$ cat src/rtl/alu_pkg.sv
// Shared encodings for the serial add/subtract datapath: operation codes and FSM states.
package alu_pkg;

   localparam logic OP_ADD = 1'b0;
   localparam logic OP_SUB = 1'b1;

   typedef enum logic [1:0] {
      IDLE = 2'd0,
      BUSY = 2'd1,
      DONE = 2'd2
   } state_t;

endpackage : alu_pkg

$ cat src/rtl/chunk_addsub.sv
// Combinational K-bit add/subtract slice with chained carry/borrow and the carry/borrow into its MSB.
module chunk_addsub
   import alu_pkg::*;
#(
   parameter int K = 8
) (
   input  logic [K-1:0] a,
   input  logic [K-1:0] b,
   input  logic         op,
   input  logic         ci,
   output logic [K-1:0] s,
   output logic         co,
   output logic         msb_ci
);

   logic [K:0] full;

   // For subtract the extra top bit wraps to 1 exactly when a borrow leaves the slice.
   always_comb begin
      if (op == OP_SUB) full = {1'b0, a} - {1'b0, b} - (K+1)'(ci);
      else              full = {1'b0, a} + {1'b0, b} + (K+1)'(ci);
   end

   assign s  = full[K-1:0];
   assign co = full[K];

   generate
      if (K == 1) begin : g_single
         assign msb_ci = ci;
      end else begin : g_low
         logic [K-1:0] low;
         always_comb begin
            if (op == OP_SUB) low = {1'b0, a[K-2:0]} - {1'b0, b[K-2:0]} - K'(ci);
            else              low = {1'b0, a[K-2:0]} + {1'b0, b[K-2:0]} + K'(ci);
         end
         assign msb_ci = low[K-1];
      end
   endgenerate

endmodule : chunk_addsub

$ cat src/rtl/serial_addsub.sv
// Multi-cycle N-bit adder/subtractor processing K bits per cycle with valid/ready handshakes.
// Define SERIAL_ADDSUB_SAT_EN to saturate the result on signed overflow instead of wrapping.
module serial_addsub
   import alu_pkg::*;
#(
   parameter int N = 32,
   parameter int K = 8
) (
   input  logic         clk,
   input  logic         rst,
   input  logic         in_valid,
   output logic         in_ready,
   input  logic [N-1:0] a,
   input  logic [N-1:0] b,
   input  logic         op,
   input  logic         cin,
   output logic         out_valid,
   input  logic         out_ready,
   output logic [N-1:0] res,
   output logic         cout,
   output logic         overflow,
   output logic         zero
);

   localparam int NC = N / K;
   localparam int IW = (NC > 1) ? $clog2(NC) : 1;

   generate
      if ((K < 1) || (K > N) || ((N % K) != 0)) begin : g_bad_cfg
         $error("serial_addsub: N must be a positive integer multiple of K");
      end
   endgenerate

   state_t         state;
   logic [IW-1:0]  idx;
   logic [N-1:0]   a_r;
   logic [N-1:0]   b_r;
   logic           op_r;
   logic           carry;
   logic [N-1:0]   acc;

   logic [K-1:0]   sum;
   logic           co;
   logic           msb_ci;
   logic           ovf;
   logic [N-1:0]   wrap_res;
   logic [N-1:0]   final_res;

   chunk_addsub #(.K(K)) u_chunk (
      .a      (a_r[idx*K +: K]),
      .b      (b_r[idx*K +: K]),
      .op     (op_r),
      .ci     (carry),
      .s      (sum),
      .co     (co),
      .msb_ci (msb_ci)
   );

   // Only meaningful on the last chunk, where the slice MSB is bit N-1.
   assign ovf = msb_ci ^ co;

   // NOTE: every variable assigned in always_comb gets a full default first so no latch is inferred.
   always_comb begin
      wrap_res          = acc;
      wrap_res[N-1 -: K] = sum;
`ifdef SERIAL_ADDSUB_SAT_EN
      // On overflow the true result carries the sign of a for both add and subtract.
      if (ovf) final_res = a_r[N-1] ? {1'b1, {(N-1){1'b0}}} : {1'b0, {(N-1){1'b1}}};
      else     final_res = wrap_res;
`else
      final_res = wrap_res;
`endif
   end

   // NOTE: sequential state uses non-blocking assignments so every register samples pre-edge values.
   always_ff @(posedge clk or posedge rst) begin
      if (rst) begin
         state     <= IDLE;
         in_ready  <= 1'b1;
         out_valid <= 1'b0;
         res       <= '0;
         cout      <= 1'b0;
         overflow  <= 1'b0;
         zero      <= 1'b0;
         idx       <= '0;
         a_r       <= '0;
         b_r       <= '0;
         op_r      <= OP_ADD;
         carry     <= 1'b0;
         acc       <= '0;
      end else begin
         case (state)
            IDLE: begin
               if (in_valid) begin
                  a_r      <= a;
                  b_r      <= b;
                  op_r     <= op;
                  carry    <= cin;
                  idx      <= '0;
                  in_ready <= 1'b0;
                  state    <= BUSY;
               end
            end
            BUSY: begin
               acc[idx*K +: K] <= sum;
               carry           <= co;
               if (idx == IW'(NC - 1)) begin
                  res       <= final_res;
                  cout      <= co;
                  overflow  <= ovf;
                  zero      <= (final_res == '0);
                  out_valid <= 1'b1;
                  state     <= DONE;
               end else begin
                  idx <= idx + IW'(1);
               end
            end
            DONE: begin
               if (out_ready) begin
                  out_valid <= 1'b0;
                  in_ready  <= 1'b1;
                  state     <= IDLE;
               end
            end
            default: begin
               out_valid <= 1'b0;
               in_ready  <= 1'b1;
               state     <= IDLE;
            end
         endcase
      end
   end

endmodule : serial_addsub
$ cat config.mk
export PLATFORM = sky130hd
export DESIGN_NAME = serial_addsub
export DESIGN_NICKNAME = d
export VERILOG_FILES = /design/src/rtl/alu_pkg.sv /design/src/rtl/chunk_addsub.sv /design/src/rtl/serial_addsub.sv
export SDC_FILE = /design/constraint.sdc
export NUM_CORES = 1
export LEC_CHECK = 0
export BUFFER_PORTS_ARGS = -buffer_cell sky130_fd_sc_hd__buf_2
export CAP_MARGIN = 20
export CORE_MARGIN = 4
export CORE_UTILIZATION = 56
export CTS_CLUSTER_DIAMETER = 30
export DETAILED_ROUTE_END_ITERATION = 8
export PLACE_DENSITY = 0.9
export SETUP_SLACK_MARGIN = 0.4
export SYNTH_ARGS = -nofsm -noshare
export SYNTH_HDL_FRONTEND = slang
export SYNTH_SLANG_ARGS = --single-unit
$ cat constraint.sdc
create_clock -name clk -period 4.3 [get_ports clk]
set_input_delay 0.43 -clock clk [delete_from_list [all_inputs] [get_ports clk]]
set_output_delay 0.43 -clock clk [all_outputs]
set_load 0.05 [all_outputs]
# ---- After elaboration in Yosys (flattened, before gate mapping)
# Cells that the tools add are included.
dict set report totals {
  elab_cells 65
  register_bits 139
  out_inout_bits 37
  inputBits 70
}
dict set report classes {
  eq_ne 7
  n_shift 4
  addsub 10
  bitwise_logic 3
  n_mux 18
  n_reduce_logical 10
}
# cell count
set op_table {}
lappend op_table {{$shiftx A32 B6 Y8} 2}
lappend op_table {{$neg A5 Y34} 1}
lappend op_table {{$shift A8 B34 Y32 const A} 1}
lappend op_table {{$shiftx A8 B34 Y32} 1}
lappend op_table {{$bwmux W32} 1}
lappend op_table {{$logic_not A32 Y1} 1}
lappend op_table {{$reduce_and A3 Y1} 4}
lappend op_table {{$mux W2} 5}
lappend op_table {{$add A8 B8 Y9} 1}
lappend op_table {{$add A9 B1 Y9} 1}
lappend op_table {{$mux W9} 1}
lappend op_table {{$sub A8 B8 Y9} 1}
lappend op_table {{$sub A9 B1 Y9} 1}
lappend op_table {{$add A7 B7 Y8} 1}
lappend op_table {{$add A8 B1 Y8} 1}
lappend op_table {{$mux W8} 1}
lappend op_table {{$ne A2 B2 Y1 const B} 4}
lappend op_table {{$sub A7 B7 Y8} 1}
lappend op_table {{$sub A8 B1 Y8} 1}
lappend op_table {{$pmux W1 S3} 2}
lappend op_table {{$pmux W2 S3} 1}
lappend op_table {{$reduce_and A2 Y1} 3}
lappend op_table {{$mux W1} 5}
lappend op_table {{$eq A2 B2 Y1 const B} 2}
lappend op_table {{8 further kinds} 9}

# ---- Depth between registers and ports, before layout
dict set report logic_depth {
  word_depth 6
  mapped_depth 14
  mapped_depth_nobuf 12
}

# ---- Cells and area by module
# Synthesis repeated with hierarchy kept, for this count alone.
dict set report unflattened {
  cells_unflattened 462
  area_unflattened_um2 6463.7
}
# module cells_each n_inst area_each_um2 seq_area_each_um2
set modules_own_cells {}
lappend modules_own_cells {serial_addsub 340 1 5494.0 3279.4}
lappend modules_own_cells {chunk_addsub 122 1 969.7 0.0}

# ---- Worst setup path after synthesis
# No wires, ideal clock.
dict set report synth_timing {
  path_kind {register -> register}
  from {reg idx[0]}
  to {reg zero}
  path_stages_with_launch 12
  setup_ns 0.096
  path_buffers 1
  synth_period_minus_slack_ns 3.522
  slack_ns 0.778
  arrival_ns 3.426
  t_required_ns 4.204
  path_cell_list {dfrtp_1 buf_1 mux4_2 fa_1 ha_1 and3_1 a221oi_2 nand2_1 o41a_1 nand3_1 nand4_1 o31ai_1}
}
dict set report synth_via {
  elab_chain_len 5
  word_cells_on_any_way 10
  classes_between {add/sub: 4; eq/ne: 1; shift: 2; mux: 1; reduce/logical: 2}
}
# element line_no
set synth_lines {}
lappend synth_lines {{from (decl)} serial_addsub.sv:35} ;# logic [IW-1:0] idx;
lappend synth_lines {{from (signal assigned)} serial_addsub.sv:115} ;# idx <= idx + IW'(1);
lappend synth_lines {{$shiftx A32 B6 Y8 (on tied branches)} {serial_addsub.sv:50, serial_addsub.sv:51}}
lappend synth_lines {{$add A8 B8 Y9 or $sub A8 B8 Y9 (tied branches)} {chunk_addsub.sv:21, chunk_addsub.sv:20}}
lappend synth_lines {{$add A9 B1 Y9 or $sub A9 B1 Y9 (tied branches)} {chunk_addsub.sv:21, chunk_addsub.sv:20}}
lappend synth_lines {{$mux W9} chunk_addsub.sv:20} ;# if (op == OP_SUB) full = {1'b0, a} - {1'b0, b} - (K+1)'(ci);
lappend synth_lines {{$logic_not A32 Y1} serial_addsub.sv:111} ;# zero <= (final_res == '0);
lappend synth_lines {{to (signal assigned)} serial_addsub.sv:111}
lappend synth_lines {{to (decl)} serial_addsub.sv:22} ;# output logic zero
# Parallel ways exist; a longest one is shown, timed or not.
# A chain may end at the register's enable or synchronous reset.

# ---- Final worst setup path
# Ends and elaborated chain as after synthesis.

==> reports/metrics.yaml <==
critical_path:
  worst_path_max_delay_cell: "dfrtp_2"
  start_kind: "flip-flop"
  cp-startpoint: "idx[0]"
  crit_buf_inv: 3
  r2r_setup_slack_ns: 0.75
  worstSetupEndpointType: "flip-flop"
  r2r.worst_path.cells: 13
  cpLargestDelayFamily: "compound AO/OA/AOI/OAI gates"
  cp.arrival_ns: 3.87
  crit_type: "reg -> reg"
  cp_data_required_time_ns: 4.62
  r2r_end: "zero"
  critPathMaxFanout: 14
  crit_chain: "buf_4 > mux4_2 > inv_1 > ha_1 > inv_1 > ha_1 > and3_1 > a221oi_2 > nand2_1 > o41a_1 > nand3_1 > nand4_1 > o31ai_1"
  worst_path_largest_cell_delay_ns: 0.60
  r2r-start: "idx[0]"
detailed_routing:
  first_pass_iters: 4
  drtIter0Drc: 313
  drt-vias-per-instance: 5.78
  num_vias: 4366
  wirelength_mm: 14.1
  remaining_drc_errors: 0
  antenna_left: 0
  wl_per_cell_um: 18.6
synthesis:
  synthCells: 487
  synth_compound_area_share_pct: 8.05
  synthTopCellsByArea: "dfrtp_1 (52%), mux2_2 (17%), mux4_2 (5.4%)"
  synthArstFlopShare_pct: 100
  synth_top_family_by_area: "multiplexers"
  synth_mux_area_share_pct: 23.3
  syn_area_per_cell_um2: 12.9
  yosys.area_share.adder_pct: 6.05
  yosys_warnings: 0
  synth_cell_types: 45
  synth-edff-count: 0
  yosysTopAreaCellShare_pct: 51.7
  ys_ff_latch: 131
  synth_flop_cell: "dfrtp_1"
  synthesis.area_um2: 6290
  synth-simple-area-share_pct: 5.97
  syn_nets: 585
  synth_xor_area_share_pct: 1.53
  synth_top_area_cell: "dfrtp_1"
  yosysSeqAreaShare_pct: 52.1
worst_hold_path:
  holdCritStartpoint: "out_ready"
  hold_depth: 2
  hold_end: "state[1]"
  holdCritPathClass: "in -> reg"
global_route:
  antenna_found_initial: 0
  grt_pass1_wl_mm: 22.9
  grt_max_degree: 82
  grt_pass1_vias: 4710
  gr-total-overflow: 0
  grt_util_met2_pct: 38.7
  met1_usage_pct: 26.9
  grt.total_usage_pct: 22.7
  met3_usage_pct: 6.37
  grt.busiest_layer: "met2"
finish:
  area_growth_pct: 21.9
  drive_gt1_share_pct: 42.4
  fin_nets: 700
  num_antenna_cells: 0
  fin_area_um2: 7670
  fillCellCount: 749
  final_cell_count_no_fill: 755
place:
  portBuffers: 106
  gp_congestion: 0.865
  placed_cell_area_um2: 6990
  dp_hpwl_mm: 10.3
  dp_cells: 721
clock_network:
  clock_latency_ns: 0.42
  cts_max_level: 4
  post_cts_buffers: 0
  cts_root_buffer: "clkbuf_16"
  numCtsBuffers: 17
  cts_tree: "done"
  cts_buffer_depth: 2
  clk_pin_slew_ns: 0.06
  clock_sinks: 131
sta:
  finalHoldViolations: 0
  fin_skew_ns: 0.00719
  finalSetupTns_ns: 0
  rsz0062_at_grt: "no"
  fmax_ghz: 0.282
  slew_headroom_pct: 47.6
  fin_crit_ns: 3.55
  finalMaxSlewViolations: 0
  setup_viol: 0
  tightest_slew_ns: 0.787
  period_share_pct: 82.5
floorplanning:
  core_region_area_um2: 10900
  rows: 38
  die-height_um: 114
  start_util_pct: 57.5
  die_w_um: 114
  die_area_um2: 13000
  pin_count: 107
job:
  cap_violations: 0
outcome:
  outcome: "finished clean"
stage by stage:
step,hold slack (ns),setup slack [ns],utilization (%)
2_1_floorplan,0.460,0.778,-
3_3_place_gp,0.466,0.571,63.9
3_5_place_dp,0.478,0.344,63.9
4_1_cts,0.193,0.483,69.9
5_1_grt,0.200,0.493,70.1
6_report,0.207,0.751,70.1
synth_stat cells, drive strengths merged (2+ instances only):
library cell  instances
a21oi                12
a221oi                2
a22o                 16
buf                   6
clkbuf               13
dfrtp               130
fa                    4
ha                   24
inv                  28
mux2                 95
mux2i                 6
mux4                 15
nand2                35
nand2b                2
nand4                 4
nor2                 14
nor2b                 2
nor3                  3
nor3b                 3
nor4                  6
o21a                  2
o21ai                29
o21bai                2
o31ai                 3
or3                   4
or4                   3
xnor2                 8
xor2                  3
routing by layer:
metal  wire (um)  part of all wire, %  up-vias
met4         408                  2.9        0
li1            -                    -     1985
met1        5540                   39     2187
met2        7270                   52      162
met5           0                    0        -
met3         835                  5.9       32
kinds of logic after synthesis:
| kind of cell | count (synthesis) |
|---|---|
| mux | 116 |
| simple gates | 79 |
| xor+xnor | 11 |
| buf+inv | 47 |
| fa+ha+maj | 28 |
| flops | 131 |
| compound gates | 75 |
what timing repair did:
action,CTS,global route
endpoints found under the setup margin,2,11
endpoints found under the hold margin,0,8
resized for setup,1,2
hold buffers,0,1
state kept, by name, summed over array words and instances (netlist names):
name,count
op_r,1
idx,2
cout,1
a_r,32
out_valid,1
in_ready,1
carry,1
zero,1
overflow,1
b_r,32
state,2
res,32
acc,24
worst register-to-register path: cells and delay by family, from the launching register on:
family,cells,cell delay [ns]
mux,1,0.55
simple gates,4,0.60
compound gates,3,0.83
fa+ha+maj,2,0.47
buf+inv,3,0.40
flops,1,0.60
worst max-delay path by stage:
stage,end,slack [ns],cells past startpoint
floorplan,zero,0.78,11
global placement,res[30],0.57,11
detailed placement,res[30],0.34,11
CTS,zero,0.48,13
global route,zero,0.49,13
finish,zero,0.75,13
placed cells by master, fill, tap and decap left out, types with 3 or more instances in the layout:
cell type and count:
dfrtp_1 128, buf_2 106, mux2_2 95, nand2_1 35, o21ai_0 27, inv_1 27
ha_1 24, clkbuf_16 17, a22o_1 16, mux4_2 15, nor2_1 14, a21oi_1 12
xnor2_1 8, mux2i_1 6, nor4_1 6, buf_4 6, clkbuf_8 5, nand4_1 4
or3_1 4, fa_1 4, bufinv_16 4, xor2_1 3, o31ai_1 3, nor3_1 3
or4_1 3
area by class of cell:
class	count	area [um^2]	share of cell area [%]
flip-flops and latches	131	3280	42.8
well taps	140	175	2.28
multi-input cells	309	2830	36.9
clock buffers	24	502	6.54
inverters	28	109	1.42
repair buffers	115	626	8.16
clock inverters	8	146	1.91
Power is not shown: default switching activity piles up to over one toggle a cycle in this logic, so the estimate is an artifact.
